==> src/rtl/gene_tx_pkg.sv <==
// Shared definitions for the gene sender scheduler: controller states and
// UART gene-frame constants.
package gene_tx_pkg;

  typedef enum logic [1:0] {
    IDLE  = 2'd0,
    START = 2'd1,
    WAIT  = 2'd2,
    GAP   = 2'd3
  } state_t;

  localparam int GENE_W     = 240;
  localparam int GENE_BYTES = GENE_W / 8;
  localparam int CLK_HZ     = 50_000_000;
  localparam int BAUD       = 9600;

  // Rounded up so the inter-frame gap is never shorter than one bit time.
  function automatic int cycles_per_bit(input int clk_hz, input int baud);
    return (clk_hz + baud - 1) / baud;
  endfunction

  localparam int BIT_CYCLES = cycles_per_bit(CLK_HZ, BAUD);

endpackage

==> src/rtl/rr_arbiter.sv <==
// Combinational round-robin arbiter: the first asserted request after ptr
// (wrapping modulo N) wins.
module rr_arbiter #(
  parameter int N = 4,
  localparam int IW = $clog2(N)
) (
  input  logic [N-1:0]  req,
  input  logic [IW-1:0] ptr,
  output logic          valid,
  output logic [IW-1:0] winner
);

  localparam logic [IW:0] NV = (IW+1)'(N);

  logic [IW:0] sum;

  // Scan from the farthest offset down so the closest requester after ptr is
  // the last one written and therefore wins.
  always_comb begin
    valid  = 1'b0;
    winner = ptr;
    sum    = '0;
    for (int k = N; k >= 1; k--) begin
      sum = {1'b0, ptr} + (IW+1)'(k);
      if (sum >= NV) sum = sum - NV;
      if (req[sum[IW-1:0]]) begin
        valid  = 1'b1;
        winner = sum[IW-1:0];
      end
    end
  end

endmodule

==> src/rtl/gene_tx_scheduler.sv <==
// Shares one UART gene sender between NUM_REQ producers: round-robin grant,
// genome latch, start/done handshake, watchdog abort and inter-frame gap.
module gene_tx_scheduler #(
  parameter int NUM_REQ        = 4,
  parameter int GENE_W         = gene_tx_pkg::GENE_W,
  parameter int GAP_CYCLES     = gene_tx_pkg::BIT_CYCLES,
  parameter int TIMEOUT_CYCLES = 2000000,
  localparam int IW = $clog2(NUM_REQ)
) (
  input  logic                      clk,
  input  logic                      reset_n,
  input  logic                      enable,
  input  logic [NUM_REQ-1:0]        req,
  input  logic [NUM_REQ*GENE_W-1:0] genome,
  output logic [NUM_REQ-1:0]        ack,
  output logic [IW-1:0]             grant_id,
  output logic                      busy,
  output logic [GENE_W-1:0]         tx_in,
  output logic                      tx_start,
  input  logic                      tx_done,
  output logic                      timeout_err,
  output logic [15:0]               frames_sent
);

  import gene_tx_pkg::*;

  localparam int WD_W = $clog2(TIMEOUT_CYCLES);
  localparam int GC_W = $clog2(GAP_CYCLES + 1);
  localparam logic [WD_W-1:0] WD_LAST  = WD_W'(TIMEOUT_CYCLES - 1);
  localparam logic [GC_W-1:0] GAP_LAST = GC_W'(GAP_CYCLES - 1);

  state_t            state;
  logic [IW-1:0]     ptr;
  logic [WD_W-1:0]   wd_cnt;
  logic [GC_W-1:0]   gap_cnt;
  logic              arb_valid;
  logic [IW-1:0]     arb_winner;
  logic [GENE_W-1:0] slot [NUM_REQ];

  genvar gi;
  generate
    for (gi = 0; gi < NUM_REQ; gi++) begin : g_slot
      assign slot[gi] = genome[gi*GENE_W +: GENE_W];
    end
  endgenerate

  rr_arbiter #(.N(NUM_REQ)) u_arb (
    .req    (req),
    .ptr    (ptr),
    .valid  (arb_valid),
    .winner (arb_winner)
  );

  always_ff @(posedge clk or negedge reset_n) begin
    if (!reset_n) begin
      state       <= IDLE;
      ptr         <= IW'(NUM_REQ - 1);
      wd_cnt      <= '0;
      gap_cnt     <= '0;
      tx_in       <= '0;
      tx_start    <= 1'b0;
      ack         <= '0;
      grant_id    <= '0;
      busy        <= 1'b0;
      timeout_err <= 1'b0;
      frames_sent <= '0;
    end else begin
      tx_start    <= 1'b0;
      ack         <= '0;
      timeout_err <= 1'b0;
      case (state)
        IDLE: begin
          if (enable && arb_valid) begin
            tx_in    <= slot[arb_winner];
            grant_id <= arb_winner;
            tx_start <= 1'b1;
            busy     <= 1'b1;
            state    <= START;
          end
        end
        START: begin
          wd_cnt <= '0;
          state  <= WAIT;
        end
        WAIT: begin
          // Done is checked first so a done on the watchdog's last cycle
          // still completes the frame normally.
          if (tx_done) begin
            ack[grant_id] <= 1'b1;
            if (frames_sent != 16'hFFFF) frames_sent <= frames_sent + 1'b1;
            ptr     <= grant_id;
            gap_cnt <= '0;
            state   <= GAP;
          end else if (wd_cnt == WD_LAST) begin
            timeout_err <= 1'b1;
            ptr         <= grant_id;
            gap_cnt     <= '0;
            state       <= GAP;
          end else begin
            wd_cnt <= wd_cnt + 1'b1;
          end
        end
        GAP: begin
          if (gap_cnt == GAP_LAST) begin
            busy  <= 1'b0;
            state <= IDLE;
          end else begin
            gap_cnt <= gap_cnt + 1'b1;
          end
        end
        default: state <= IDLE;
      endcase
    end
  end

endmodule

==> config.mk <==
export PLATFORM = sky130hd
export DESIGN_NAME = gene_tx_scheduler
export DESIGN_NICKNAME = d
export VERILOG_FILES = /design/src/rtl/gene_tx_pkg.sv /design/src/rtl/rr_arbiter.sv /design/src/rtl/gene_tx_scheduler.sv
export SDC_FILE = /design/constraint.sdc
export NUM_CORES = 1
export LEC_CHECK = 0
export ABC_AREA = 1
export CAP_MARGIN = 20
export CORE_AREA = 2 2 482 484
export DETAILED_ROUTE_END_ITERATION = 6
export DIE_AREA = 0 0 484 486
export GPL_TIMING_DRIVEN = 0
export SLEW_MARGIN = 20
export SYNTH_ARGS = -nofsm -noshare
export SYNTH_HDL_FRONTEND = slang
export SYNTH_SLANG_ARGS = --single-unit
export TNS_END_PERCENT = 100
==> constraint.sdc <==
create_clock -name clk -period 4.7 [get_ports clk]
set_clock_uncertainty 0.05 [all_clocks]
set_input_delay 0.47 -clock clk [delete_from_list [all_inputs] [get_ports clk]]
set_output_delay 0.47 -clock clk [all_outputs]
set_load 0.02 [all_outputs]
## After elaboration in Yosys (flattened, before gate mapping)

Cells that the tools add are included.

| word-level totals | value |
|---|---|
| output and inout bits | 265 |
| register bits | 303 |
| word-level logic and storage cells | 109 |

| cells by class | value |
|---|---|
| muxes and demuxes | 49 |
| bitwise logic cells | 1 |
| order comparisons | 11 |
| reduce and logical (&&, ||, !) cells | 14 |
| $add $sub $neg | 11 |
| equal/unequal tests | 12 |

Operators by type and width:

| operator | number |
|---|---|
| binary-select mux 240 bit (select 2 bit) | 1 |
| 2-to-1 mux 240 bit | 2 |
| 2-to-1 mux 21 bit | 2 |
| case mux 21 bit (2 select lines) | 1 |
| 2-to-1 mux 13 bit | 3 |
| 2-to-1 mux 2 bit | 14 |
| case mux 13 bit (2 select lines) | 1 |
| adder 21 x 1 -> 21 bit (second input constant) | 1 |
| equality test 21 bit (second input constant) | 1 |
| adder 16 x 1 -> 16 bit (second input constant) | 1 |
| 2-to-1 mux 1 bit | 16 |
| inequality test 16 bit (second input constant) | 1 |
| greater-or-equal comparator 3 bit (second input constant) | 5 |
| less-than comparator 2 x 3 -> 1 bit (second input constant) | 5 |
| AND reduction 3 bit | 5 |
| adder 13 x 1 -> 13 bit (second input constant) | 1 |
| equality test 13 bit (second input constant) | 1 |
| inequality test 2 bit (second input constant) | 5 |
| binary-select mux 1 bit (select 2 bit) | 4 |
| 2-to-1 mux 4 bit | 2 |
| case mux 2 bit (4 select lines) | 1 |
| nonzero test 2 bit | 4 |
| subtractor 2 x 1 -> 2 bit (second input constant) | 4 |
| adder 2 x 2 -> 3 bit (second input constant) | 2 |
| 12 further kinds | 15 |

## Logic depth before layout (Yosys ltp)

| depth | value |
|---|---|
| depth after elaboration | 13 |
| depth in mapped cells | 17 |
| gate-level depth less buffers | 14 |

## By module

From an unflattened synthesis, not the netlist that was laid out.

| unflattened totals | value |
|---|---|
| cell total of the unflattened synthesis | 2960 |
| area total of the unflattened synthesis | 19414.9 um2 |

Modules (own cells, without submodules):

| module | cells each | area each (um2) | instances |
|---|---|---|---|
| gene_tx_scheduler | 2914 | 19200.9 | 1 |
| rr_arbiter | 46 | 214.0 | 1 |

## Worst setup path after synthesis

OpenSTA, ideal clock, no wires.

| timing | value |
|---|---|
| path type | register -> register |
| from | register ptr[0] |
| to | register tx_in[138] |
| data required time | 4.525 ns |
| slack | 2.646 ns |
| period minus slack after synthesis | 2.054 ns |
| stages on the path, launching flop included | 16 |
| data arrival time | 1.879 ns |
| path buffers | 4 |
| cells stage by stage | dfstp_2 > buf_4 > inv_4 > nand2_1 > nand2_1 > nand2_1 > nand2_1 > nand2_1 > nand3_1 > buf_4 > nand2_4 > buf_2 > buf_2 > nand2_1 > nand3_1 > nand3_1 |

| between the ends | value |
|---|---|
| cells in the longest elaborated chain, start to end | 13 |

Ends and longest elaborated chain:

| item | line | RTL |
|---|---|---|
| start: declaration | gene_tx_scheduler.sv:33 | `logic [IW-1:0] ptr;` |
| start signal: assignment | gene_tx_scheduler.sv:57 | `ptr <= IW'(NUM_REQ - 1);` |
| start signal: assignment | gene_tx_scheduler.sv:91 | `ptr <= grant_id;` |
| start signal: assignment | gene_tx_scheduler.sv:96 | `ptr <= grant_id;` |
| adder 2 x 3 -> 3 bit | rr_arbiter.sv:24 | `sum = {1'b0, ptr} + (IW+1)'(k);` |
| greater-or-equal comparator 3 bit / subtractor 2 x 1 -> 2 bit (equally long branches) | rr_arbiter.sv:25 | `if (sum >= NV) sum = sum - NV;` |
| 2-to-1 mux 2 bit | rr_arbiter.sv:25 |  |
| binary-select mux 1 bit (select 2 bit) | rr_arbiter.sv:26 | `if (req[sum[IW-1:0]]) begin` |
| 2-to-1 mux 1 bit (not written as such) | rr_arbiter.sv:26 |  |
| 2-to-1 mux 2 bit (4 in a row) | rr_arbiter.sv:26 |  |
| NOT 2 -> 3 bit (not written as such) | gene_tx_scheduler.sv:74 | `tx_in <= slot[arb_winner];` |
| binary-select mux 240 bit (select 2 bit) | gene_tx_scheduler.sv:74 |  |
| 2-to-1 mux 240 bit (not written as such) (2 in a row) | gene_tx_scheduler.sv:74 |  |
| end signal: assignment | gene_tx_scheduler.sv:74 |  |
| end: declaration | gene_tx_scheduler.sv:18 | `output logic [GENE_W-1:0] tx_in,` |

Several ways; a longest one is shown, not always the timed one. The select of a mux whose other input is x is not followed.
A chain may end at the register's enable or synchronous reset.

## Worst setup path after layout

| timing | value |
|---|---|
| from | register ptr[0] |
| to | register tx_in[126] |

Same word-level chain as after synthesis.

==> impl_results.md <==
- Post-Syn Instances: 3949
- Drt drc: 0
- Placed instance area: 39900 um^2
- #FFs+latches synth: 303
- Most frequent cells in the layout: 1231 x clkdlybuf4s50_1, 1223 x nand2_1, 993 x nand3_1
- H-Tree Level Count: 2
- Gr usage total: 0.189
- DPL Wire Length: 202000 um
- Root Driver: clkbuf_16
- PD cells: 728 nW/um^2
- Vias in the first global route: 30065
- Num ports: 1233
- Initial DRC Count: 2599
- Area growth, synth to finish: 76.6%
- Final std cells w/o fill: 8353
- Setup crit end kind: flip-flop
- Post-synthesis cell area: 23600 um^2
- Tmin final: 3.70 ns
- Clk pwr share: 0.131
- Part of the power in registers: 0.147
- Vias per cell: 3.76
- Initial Util: 0.103
- WS Path Type: flip-flop to flip-flop
- Max-slew headroom: 0.366
- Worst endpoint required time: 5.22 ns
- Top cell type's share of synthesized area: 0.319
- Crit-path max FO: 10
- Leading area contributor after synthesis: dfrtp_1
- DRT antenna net count: 0
- Area of the core: 229000 um^2
- Initial antenna violation count: 117
- DR vias: 31370
- Die area: 235000 um^2
- Least-Margin Pin Slew: 0.951 ns
- Final Cell Area: 41700 um^2
- Reg-to-Reg Start: ptr[0]$_DFFE_PN1P_
- Placed Cells incl. Taps: 8213
- TritonCTS clock tree: done
- Share of cells above drive strength 1: 0.0537
- Internal power: 12500 uW
- Avg Inst Size Synth: 5.98 um^2
- Setup TNS: 0 ns
- First-pass GRT wire length: 292000 um
- Post-Syn Nets: 4925
- Post-synthesis sequential area ratio: 0.321
- Syn. warnings: 0
- Fmax: 271 MHz
- Post-Place Setup Slack: 0.491 ns
- Switching power: 17900 uW
- Nets: 6212
- 1st-pass router iterations: 5
- Clock Path Buffers: 3
- Worst vdd ir: 0.450 mV
- Grt ovf: 0
- Row Count: 176
- Post-layout util: 0.182
- CP arrival: 4.22 ns
- Leak: 0.0205 uW
- Chip width: 484 um
- Startpoint Class: flip-flop
- Die Y: 486 um
- Worst-path clk slew: 0.06 ns
- Port Buf Inserts: 1232
- Endpoints failing setup: 0
- Switching Share: 0.589
- Logic gate share of total power: 0.721
- Most common cell after layout, fill and taps aside: clkdlybuf4s50_1
- Gpl congestion: 1.02
- Worst Slack Setup Final: 1.00 ns
- Final worst path period share: 0.786
- Largest net degree at the start of global routing: 85
- Synth area leaders: dfrtp_1 32%, nand3_1 21%, nand2_1 19%, inv_1 14%, buf_2 2.1%
- Clock latency on the worst-skew pair: 0.68 ns
- DRT Wirelength: 230000 um
- Final Max Slew Viols: 0
- Max_cap viols: 0
- Outcome: complete, no violations
- Routed len/inst: 27.5 um
- Critical path launch point: ptr[0]$_DFFE_PN1P_
- RSZ-0062 raised after global routing: no
- Netlist cell types: 31
- Fin. Hold Viols: 0
- Total CTS buffers: 46
- Min-Delay Path Class: input pin to asynchronous set/reset pin
- TritonCTS Sinks: 303
-- final cells by class --
class / count / area (um^2)
fill: 26503 / 188000
tap: 3026 / 3790
timing repair buffer: 1239 / 12500
multi-input combinational: 2521 / 11500
inverter: 885 / 3320
buffer: 240 / 1270
clock inverter: 25 / 365
clock buffer: 59 / 1290
antenna: 55 / 138
sequential: 303 / 7580
-- synthesized netlist by cell type (all sizes together) --
cell and instances:
nand2 1230, nand3 993, inv 883, dfrtp 301, buf 168, or2 131
clkbuf 72, nor2 39, o21ai 30, nor3 26, xor2 25, nand4 20
ha 8, a21oi 6, xnor2 5, nor4 4, clkinv 2, dfstp 2
nand3b 2, a21boi 1, and3 1
-- kinds of logic after synthesis --
family | Yosys count | synth area share
AND/OR/NAND/NOR | 2446 | 0.462
AO/OA/AOI/OAI | 37 | 0.00794
buffers and inverters | 1125 | 0.194
XOR/XNOR | 30 | 0.0111
flip-flops | 303 | 0.321
adder cells (fa/ha/maj) | 8 | 0.00424
-- final timing paths --
check	endpoint	slack [ns]	cells past startpoint
min reg2reg	tx_in[159]$_DFFE_PN0P_	0.43	2
min	tx_in[123]$_DFFE_PN0P_	0.22	2
max in group asynchronous	tx_in[206]$_DFFE_PN0P_	3.15	4
max	tx_in[126]$_DFFE_PN0P_	1.00	16
max reg2reg	tx_in[126]$_DFFE_PN0P_	1.00	16
min in group clk	tx_in[71]$_DFFE_PN0P_	0.41	5
-- power by group through the flow --
stage	clock (uW)	combinational [uW]	sequential, uW
global placement	0	22100	4490
CTS	4120	22200	4460
global route	4200	23500	4570
finish	3990	21900	4480
detailed placement	0	22200	4470
floorplan	0	9190	5480
-- stage by stage --
stage / total power, uW / hold slack (ns)
finish: 30400 / 0.222
global route: 32300 / 0.215
CTS: 30800 / 0.180
detailed placement: 26600 / 0.353
global placement: 26500 / 0.414
floorplan: 14700 / 0.124
-- routing by layer --
metal	track usage	share of wire	vias up	routed length, um
met5	0	0.0015	-	339
met4	0.0755	0.047	50	10800
met3	0.0737	0.11	316	24400
met2	0.292	0.43	1698	99000
met1	0.233	0.41	14705	95100
li1	-	-	14601	-
-- critical path: stages (launching register included) --
cell and delay (ns):
dfstp_2 0.51, buf_4 0.18, inv_4 0.08, nand2_1 0.06, nand2_1 0.07, nand2_1 0.09, nand2_1 0.05, nand2_1 0.11
nand2_2 0.11, nand2_4 0.30, buf_2 0.58, buf_2 0.32, nand3_1 0.54, nand3_1 0.28, nand2_1 0.08, nand2_1 0.06
nand2_1 0.06
-- sequential cells by signal (all words and copies together) (netlist names) --
| register | flops |
|---|---|
| tx_in | 240 |
| wd_cnt | 21 |
| frames_sent | 16 |
| gap_cnt | 13 |
| ack | 4 |
| grant_id | 2 |
| ptr | 2 |
| state | 2 |
| busy | 1 |
| timeout_err | 1 |
| tx_start | 1 |
-- what timing repair did --
item | 4_1_cts | 5_1_grt
hold endpoints to repair | 52 | 0
endpoints found under the setup margin | 0 | 0
resized for setup | 0 | 0
hold buffers | 1 | 0
buffers inserted | 0 | 0
(Power assumes the default switching activity.)
